[config.mk]
export PLATFORM = sky130hd
export DESIGN_NAME = mult_share_arbiter
export DESIGN_NICKNAME = d
export VERILOG_FILES = /design/src/rtl/mult_share_pkg.sv /design/src/rtl/eight_bit_multiplier.sv /design/src/rtl/mult_share_arbiter_rr_pick.sv /design/src/rtl/mult_share_arbiter.sv
export SDC_FILE = /design/constraint.sdc
export NUM_CORES = 1
export LEC_CHECK = 0
export BUFFER_PORTS_ARGS = -buffer_cell sky130_fd_sc_hd__buf_2
export CAP_MARGIN = 20
export CORE_ASPECT_RATIO = 0.5
export CORE_UTILIZATION = 55
export DETAILED_ROUTE_END_ITERATION = 10
export GPL_TIMING_DRIVEN = 0
export PLACE_DENSITY = 0.9
export SLEW_MARGIN = 20
export SYNTH_ARGS = -nofsm -noshare
export SYNTH_HDL_FRONTEND = slang
export SYNTH_SLANG_ARGS = --single-unit
[constraint.sdc]
create_clock -name clk -period 4.3 [get_ports clk]
set_input_delay 1.29 -clock clk [delete_from_list [all_inputs] [get_ports clk]]
set_output_delay 1.29 -clock clk [all_outputs]
set_load 0.03 [all_outputs]
[src/rtl/mult_share_pkg.sv]
// Shared types and default sizing for the shared-multiplier arbiter.
package mult_share_pkg;

  localparam int NUM_REQ_DEF = 4;
  localparam int ID_W_DEF    = 2;
  localparam int CNT_W_DEF   = 16;

  typedef enum logic [1:0] {
    ST_IDLE = 2'd0,
    ST_MUL  = 2'd1,
    ST_RESP = 2'd2
  } state_e;

endpackage

[src/rtl/eight_bit_multiplier.sv]
// Combinational 8x8 unsigned multiplier producing the full 16-bit product.
module eight_bit_multiplier (
  input  logic [7:0]  a,
  input  logic [7:0]  b,
  output logic [15:0] p
);

  assign p = 16'(a) * 16'(b);

endmodule

[src/rtl/mult_share_arbiter_rr_pick.sv]
// Combinational round-robin picker: first set request at or above the pointer, wrapping.
module rr_pick #(
  parameter int NUM_REQ = 4,
  parameter int ID_W    = 2
) (
  input  logic [NUM_REQ-1:0] i_req,
  input  logic [ID_W-1:0]    i_ptr,
  output logic [NUM_REQ-1:0] o_grant,
  output logic [ID_W-1:0]    o_idx,
  output logic               o_any
);

  logic [ID_W:0] w_pos;

  // Scan from the pointer, claim the first requester found.
  always_comb begin
    o_grant = '0;
    o_idx   = '0;
    o_any   = 1'b0;
    w_pos   = '0;
    for (int k = 0; k < NUM_REQ; k++) begin
      w_pos = {1'b0, i_ptr} + (ID_W+1)'(k);
      if (w_pos >= (ID_W+1)'(NUM_REQ)) begin
        w_pos = w_pos - (ID_W+1)'(NUM_REQ);
      end else begin
        w_pos = w_pos;
      end
      if (!o_any && i_req[w_pos[ID_W-1:0]]) begin
        o_any                    = 1'b1;
        o_grant[w_pos[ID_W-1:0]] = 1'b1;
        o_idx                    = w_pos[ID_W-1:0];
      end else begin
        o_any = o_any;
      end
    end
  end

endmodule

[src/rtl/mult_share_arbiter.sv]
// Round-robin sharing of one 8x8 multiplier among NUM_REQ requesters,
// with a valid/ready response channel tagged by requester ID.
module mult_share_arbiter
  import mult_share_pkg::*;
#(
  parameter int NUM_REQ = NUM_REQ_DEF,
  parameter int ID_W    = ID_W_DEF,
  parameter int CNT_W   = CNT_W_DEF
) (
  input  logic                 clk,
  input  logic                 rst,
  input  logic [NUM_REQ-1:0]   req_valid,
  input  logic [8*NUM_REQ-1:0] req_a,
  input  logic [8*NUM_REQ-1:0] req_b,
  output logic [NUM_REQ-1:0]   req_ready,
  output logic                 resp_valid,
  output logic [ID_W-1:0]      resp_id,
  output logic [7:0]           resp_data,
  input  logic                 resp_ready,
  output logic                 busy,
  output logic [CNT_W-1:0]     txn_count
);

  state_e             r_state;
  state_e             w_state_nxt;
  logic [ID_W-1:0]    r_rr_ptr;
  logic [ID_W-1:0]    w_ptr_nxt;
  logic [ID_W:0]      w_ptr_inc;
  logic [7:0]         r_op_a;
  logic [7:0]         r_op_b;
  logic [ID_W-1:0]    r_id;
  logic               r_resp_valid;
  logic [ID_W-1:0]    r_resp_id;
  logic [7:0]         r_resp_data;
  logic [CNT_W-1:0]   r_txn_count;
  logic [NUM_REQ-1:0] w_grant;
  logic [ID_W-1:0]    w_idx;
  logic               w_any;
  logic               w_accept;
  logic               w_resp_done;
  logic [15:0]        w_prod;

  rr_pick #(
    .NUM_REQ (NUM_REQ),
    .ID_W    (ID_W)
  ) u_pick (
    .i_req   (req_valid),
    .i_ptr   (r_rr_ptr),
    .o_grant (w_grant),
    .o_idx   (w_idx),
    .o_any   (w_any)
  );

  eight_bit_multiplier u_mul (
    .a (r_op_a),
    .b (r_op_b),
    .p (w_prod)
  );

  // Next state, pointer advance and handshake qualifiers.
  always_comb begin
    w_state_nxt = r_state;
    w_accept    = 1'b0;
    w_resp_done = 1'b0;
    w_ptr_inc   = {1'b0, w_idx} + (ID_W+1)'(1);
    if (w_ptr_inc >= (ID_W+1)'(NUM_REQ)) begin
      w_ptr_nxt = '0;
    end else begin
      w_ptr_nxt = w_ptr_inc[ID_W-1:0];
    end
    case (r_state)
      ST_IDLE: begin
        if (w_any) begin
          w_accept    = 1'b1;
          w_state_nxt = ST_MUL;
        end else begin
          w_state_nxt = ST_IDLE;
        end
      end
      ST_MUL:  w_state_nxt = ST_RESP;
      ST_RESP: begin
        if (r_resp_valid && resp_ready) begin
          w_resp_done = 1'b1;
          w_state_nxt = ST_IDLE;
        end else begin
          w_state_nxt = ST_RESP;
        end
      end
      default: w_state_nxt = ST_IDLE;
    endcase
  end

  // State register and datapath capture.
  always_ff @(posedge clk or posedge rst) begin
    if (rst) begin
      r_state      <= ST_IDLE;
      r_rr_ptr     <= '0;
      r_op_a       <= 8'd0;
      r_op_b       <= 8'd0;
      r_id         <= '0;
      r_resp_valid <= 1'b0;
      r_resp_id    <= '0;
      r_resp_data  <= 8'd0;
      r_txn_count  <= '0;
    end else begin
      r_state <= w_state_nxt;
      if (w_accept) begin
        r_op_a   <= req_a[8*w_idx +: 8];
        r_op_b   <= req_b[8*w_idx +: 8];
        r_id     <= w_idx;
        r_rr_ptr <= w_ptr_nxt;
      end
      if (r_state == ST_MUL) begin
        r_resp_data  <= w_prod[7:0];
        r_resp_id    <= r_id;
        r_resp_valid <= 1'b1;
      end else if (w_resp_done) begin
        r_resp_valid <= 1'b0;
        r_txn_count  <= r_txn_count + CNT_W'(1);
      end
    end
  end

  // Grant is only visible in IDLE and never while reset is held.
  assign req_ready  = (w_accept && !rst) ? w_grant : '0;
  assign resp_valid = r_resp_valid;
  assign resp_id    = r_resp_id;
  assign resp_data  = r_resp_data;
  assign busy       = (r_state != ST_IDLE);
  assign txn_count  = r_txn_count;

endmodule

==> impl_metrics.py <==
metrics = {
    "clock_tree": {
        "cts_root_buffer": "sky130_fd_sc_hd__clkbuf_16",
        "tritoncts": "built",
        "cts-buffers-inserted": 5,
        "sinks_on_the_clock_net": 49,
        "worst_setup_hold_path_clk_slew_ns": 0.06,
        "holdBufCountCts": 0,
        "htree_levels": 2,
        "clock_latency_ns": 0.29,
        "cts.path.max_buffers": 2,
    },
    "finish": {
        "fin_nets": 678,
        "syn2layout_area_growth_pct": 22.50,
        "drive_gt1_frac": 0.3065,
        "mostFrequentLayoutCells": "sky130_fd_sc_hd__buf_2, sky130_fd_sc_hd__nand2_1, sky130_fd_sc_hd__dfrtp_1",
        "diodes": 0,
        "most_common_library_cell_in_the_layout_ignoring_fill_and_taps": "sky130_fd_sc_hd__buf_2",
        "stdcell_area_sq_mm": 0.005150,
    },
    "power": {
        "power.share.combinational": 0.756,
        "powerDensity_mw_per_mm2": 980.0,
        "static-leakage-power_nw": 2.416,
        "power.ir.vdd_worst_mv": 0.5343,
        "switching_share": 0.4992,
        "internal_power_mw": 2.528,
        "power.share.clock": 0.076,
        "seq_power_share": 0.168,
        "switchingPower_mw": 2.519,
    },
    "timing": {
        "worst-slew-pin-transition_ns": 0.6149,
        "timing.final.crit_share": 1.009,
        "period_minus_slack_ns": 4.337,
        "setup_slack_ns": -0.03731,
        "report.final.setup_viol": 1,
        "max_slew_margin": 0.5901,
        "fin_setup_tns_ns": -0.03731,
        "hold_ws_ns": 0.4655,
        "max_freq_mhz": 230.6,
        "timing_hold_violations_final": 0,
        "timing.final.max_slew_violations": 0,
        "clock_skews_ns": 0.01094,
    },
    "critical_path": {
        "critPathKind": "input port to output pin",
        "worstPathArrival_ns": 3.05,
        "regToRegStartpoint": "r_op_a[1]",
        "start_kind": "input port",
        "worst-r2r-cell-count": 12,
        "startpoint": "req_valid[2]",
        "path_max_fanout": 10,
        "timing.critical_path.to_type": "output pin",
        "critPathRequiredTime_ns": 3.01,
    },
    "placement": {
        "port-buffer-count": 100,
        "placedInstanceArea_sq_mm": 0.004838,
        "place.gp.congestion": 0.8724,
        "dpl.hpwl_microns": 8077,
        "dp_slack_ns": -0.1914,
    },
    "synthesis": {
        "yosys_most_used_dff": "sky130_fd_sc_hd__dfrtp_1",
        "synth_sequential_area_ratio": 0.2917,
        "async_set_or_reset_register_ratio_after_synthesis": 1.000,
        "synth_area_per_cell_sq_um": 9.240,
        "synthCells": 455,
        "synth_register_bits": 49,
        "synth_area_sq_mm": 0.004204,
        "yosys_warnings": 0,
        "post_synth_num_cell_types": 49,
        "synth-edff-count": 0,
        "synthesis.nets": 563,
    },
    "floorplan": {
        "rows": 22,
        "initial_utilization": 0.5720,
        "die_x_microns": 125.6,
        "placeableCoreArea_sq_mm": 0.007350,
        "chipHeight_microns": 63.82,
        "design.portCount": 103,
        "die_area_sq_mm": 0.008018,
    },
    "global_routing": {
        "grt_max_degree": 26,
        "initial_antenna_violation_count": 0,
        "grt.overflow.total": 0,
        "first_pass_grt_wire_length_microns": 17660,
        "grt_pass1_vias": 3747,
        "grt_usage": 0.2780,
    },
    "route": {
        "post_drt_via_cell_ratio": 6.066,
        "route.antenna.remaining_nets": 0,
        "drtIter0Drc": 380,
        "totalWireLength_microns": 11230,
        "drcViolationCount": 4,
        "detailedRoute.firstPassIterationCount": 8,
        "post_drt_wl_per_cell_microns": 16.84,
        "via_count": 4046,
    },
    "run": {
        "cap_violations": 0,
    },
    "worst_hold_path": {
        "classification_of_the_worst_slack_hold_path": "register to register",
        "critical_hold_path_startpoint": "txn_count[15]",
        "hold_depth": 1,
    },
    "status": {
        "run_status": "finished, violations left",
        "violated_checks": "design-rule violations, negative setup slack",
    },
}
-- cells by family (layout without fill, tap and decap cells) --
logic type	after synthesis	in the layout	share of synthesized area
AOI/OAI and AO/OA	125	125	0.2339
xor gates and xnor gates	31	31	0.06458
muxes	17	17	0.05417
and+or+nand+nor	128	128	0.1497
DFF	49	49	0.2917
buffers and inverters	68	184	0.07440
adders and majority gates	37	37	0.1315
-- metrics by stage --
step	utilization	power, mW	instances
2_1_floorplan	-	3.560	455
3_3_place_gp	0.6583	4.215	651
3_5_place_dp	0.6583	4.361	651
4_1_cts	0.6828	4.818	661
5_1_grt	0.7007	5.452	667
6_report	0.7007	5.047	667
-- routing by layer --
metal,track usage,part of all wire,vias up
met5,0,0,-
met2,0.4639,0.47,225
li1,-,-,1860
met4,0.09146,0.024,0
met3,0.04020,0.084,35
met1,0.3748,0.42,1926
-- state kept, by name, indices dropped and copies added (netlist names) --
signal,count
r_rr_ptr,2
r_state,2
r_op_b,8
txn_count,16
resp_id,2
resp_valid,1
r_id,2
resp_data,8
r_op_a,8
-- power by group through the flow --
stage	Clock [mW]	Sequential (mW)	Combinational [mW]
final	0.383	0.848	3.82
after global routing	0.399	0.872	4.18
after CTS	0.386	0.849	3.58
after detailed placement	0	0.849	3.51
after global placement	0	0.831	3.38
after floorplan	0	0.916	2.64
-- cell type report --
type	count	area [sq um]
multi-input combinational	338	2736
fill	531	2200
sequential	49	1229
timing repair buffer	109	576.8
buffer	33	212.7
clock buffer	7	132.6
inverter	33	127.6
tap	96	120.1
clock inverter	1	7.507
timing repair inverter	1	7.507
-- final timing paths --
| kind | endpoint | slack, ns |
|---|---|---|
| min in group asynchronous | r_op_a[5] | 1.11 |
| max in group asynchronous | r_rr_ptr[1] | 2.83 |
| setup / recovery | req_ready[0] | -0.04 |
| setup reg to reg | resp_data[7] | 0.59 |
| hold reg to reg | txn_count[15] | 0.47 |
| hold / removal | txn_count[15] | 0.47 |
-- worst max-delay path: stages --
cell and delay, ns:
sky130_fd_sc_hd__buf_2 0.15, sky130_fd_sc_hd__mux4_2 0.52, sky130_fd_sc_hd__nor2b_4 0.17, sky130_fd_sc_hd__buf_12 0.13, sky130_fd_sc_hd__a22oi_1 0.16, sky130_fd_sc_hd__nor2_1 0.09, sky130_fd_sc_hd__a221oi_2 0.27, sky130_fd_sc_hd__nor2_2 0.07
sky130_fd_sc_hd__clkbuf_4 0.18
-- Yosys cell counts (all sizes together), types with 15 or more instances --
master / count / share of area
a22o: 16 / 0.033
and2: 23 / 0.034
a22oi: 18 / 0.032
xnor2: 23 / 0.048
ha: 25 / 0.074
inv: 33 / 0.029
clkbuf: 16 / 0.015
buf: 19 / 0.030
dfrtp: 49 / 0.29
nand2: 49 / 0.044
a31oi: 30 / 0.045
nor2: 16 / 0.014
nor3: 15 / 0.018
-- repair_timing --
action,4_1_cts,5_1_grt
pin swaps,0,1
setup buffers,3,6
setup endpoints to repair,4,4
gates resized for setup,8,19
cloned,1,0
No activity file was read; power rests on OpenSTA's default activity.
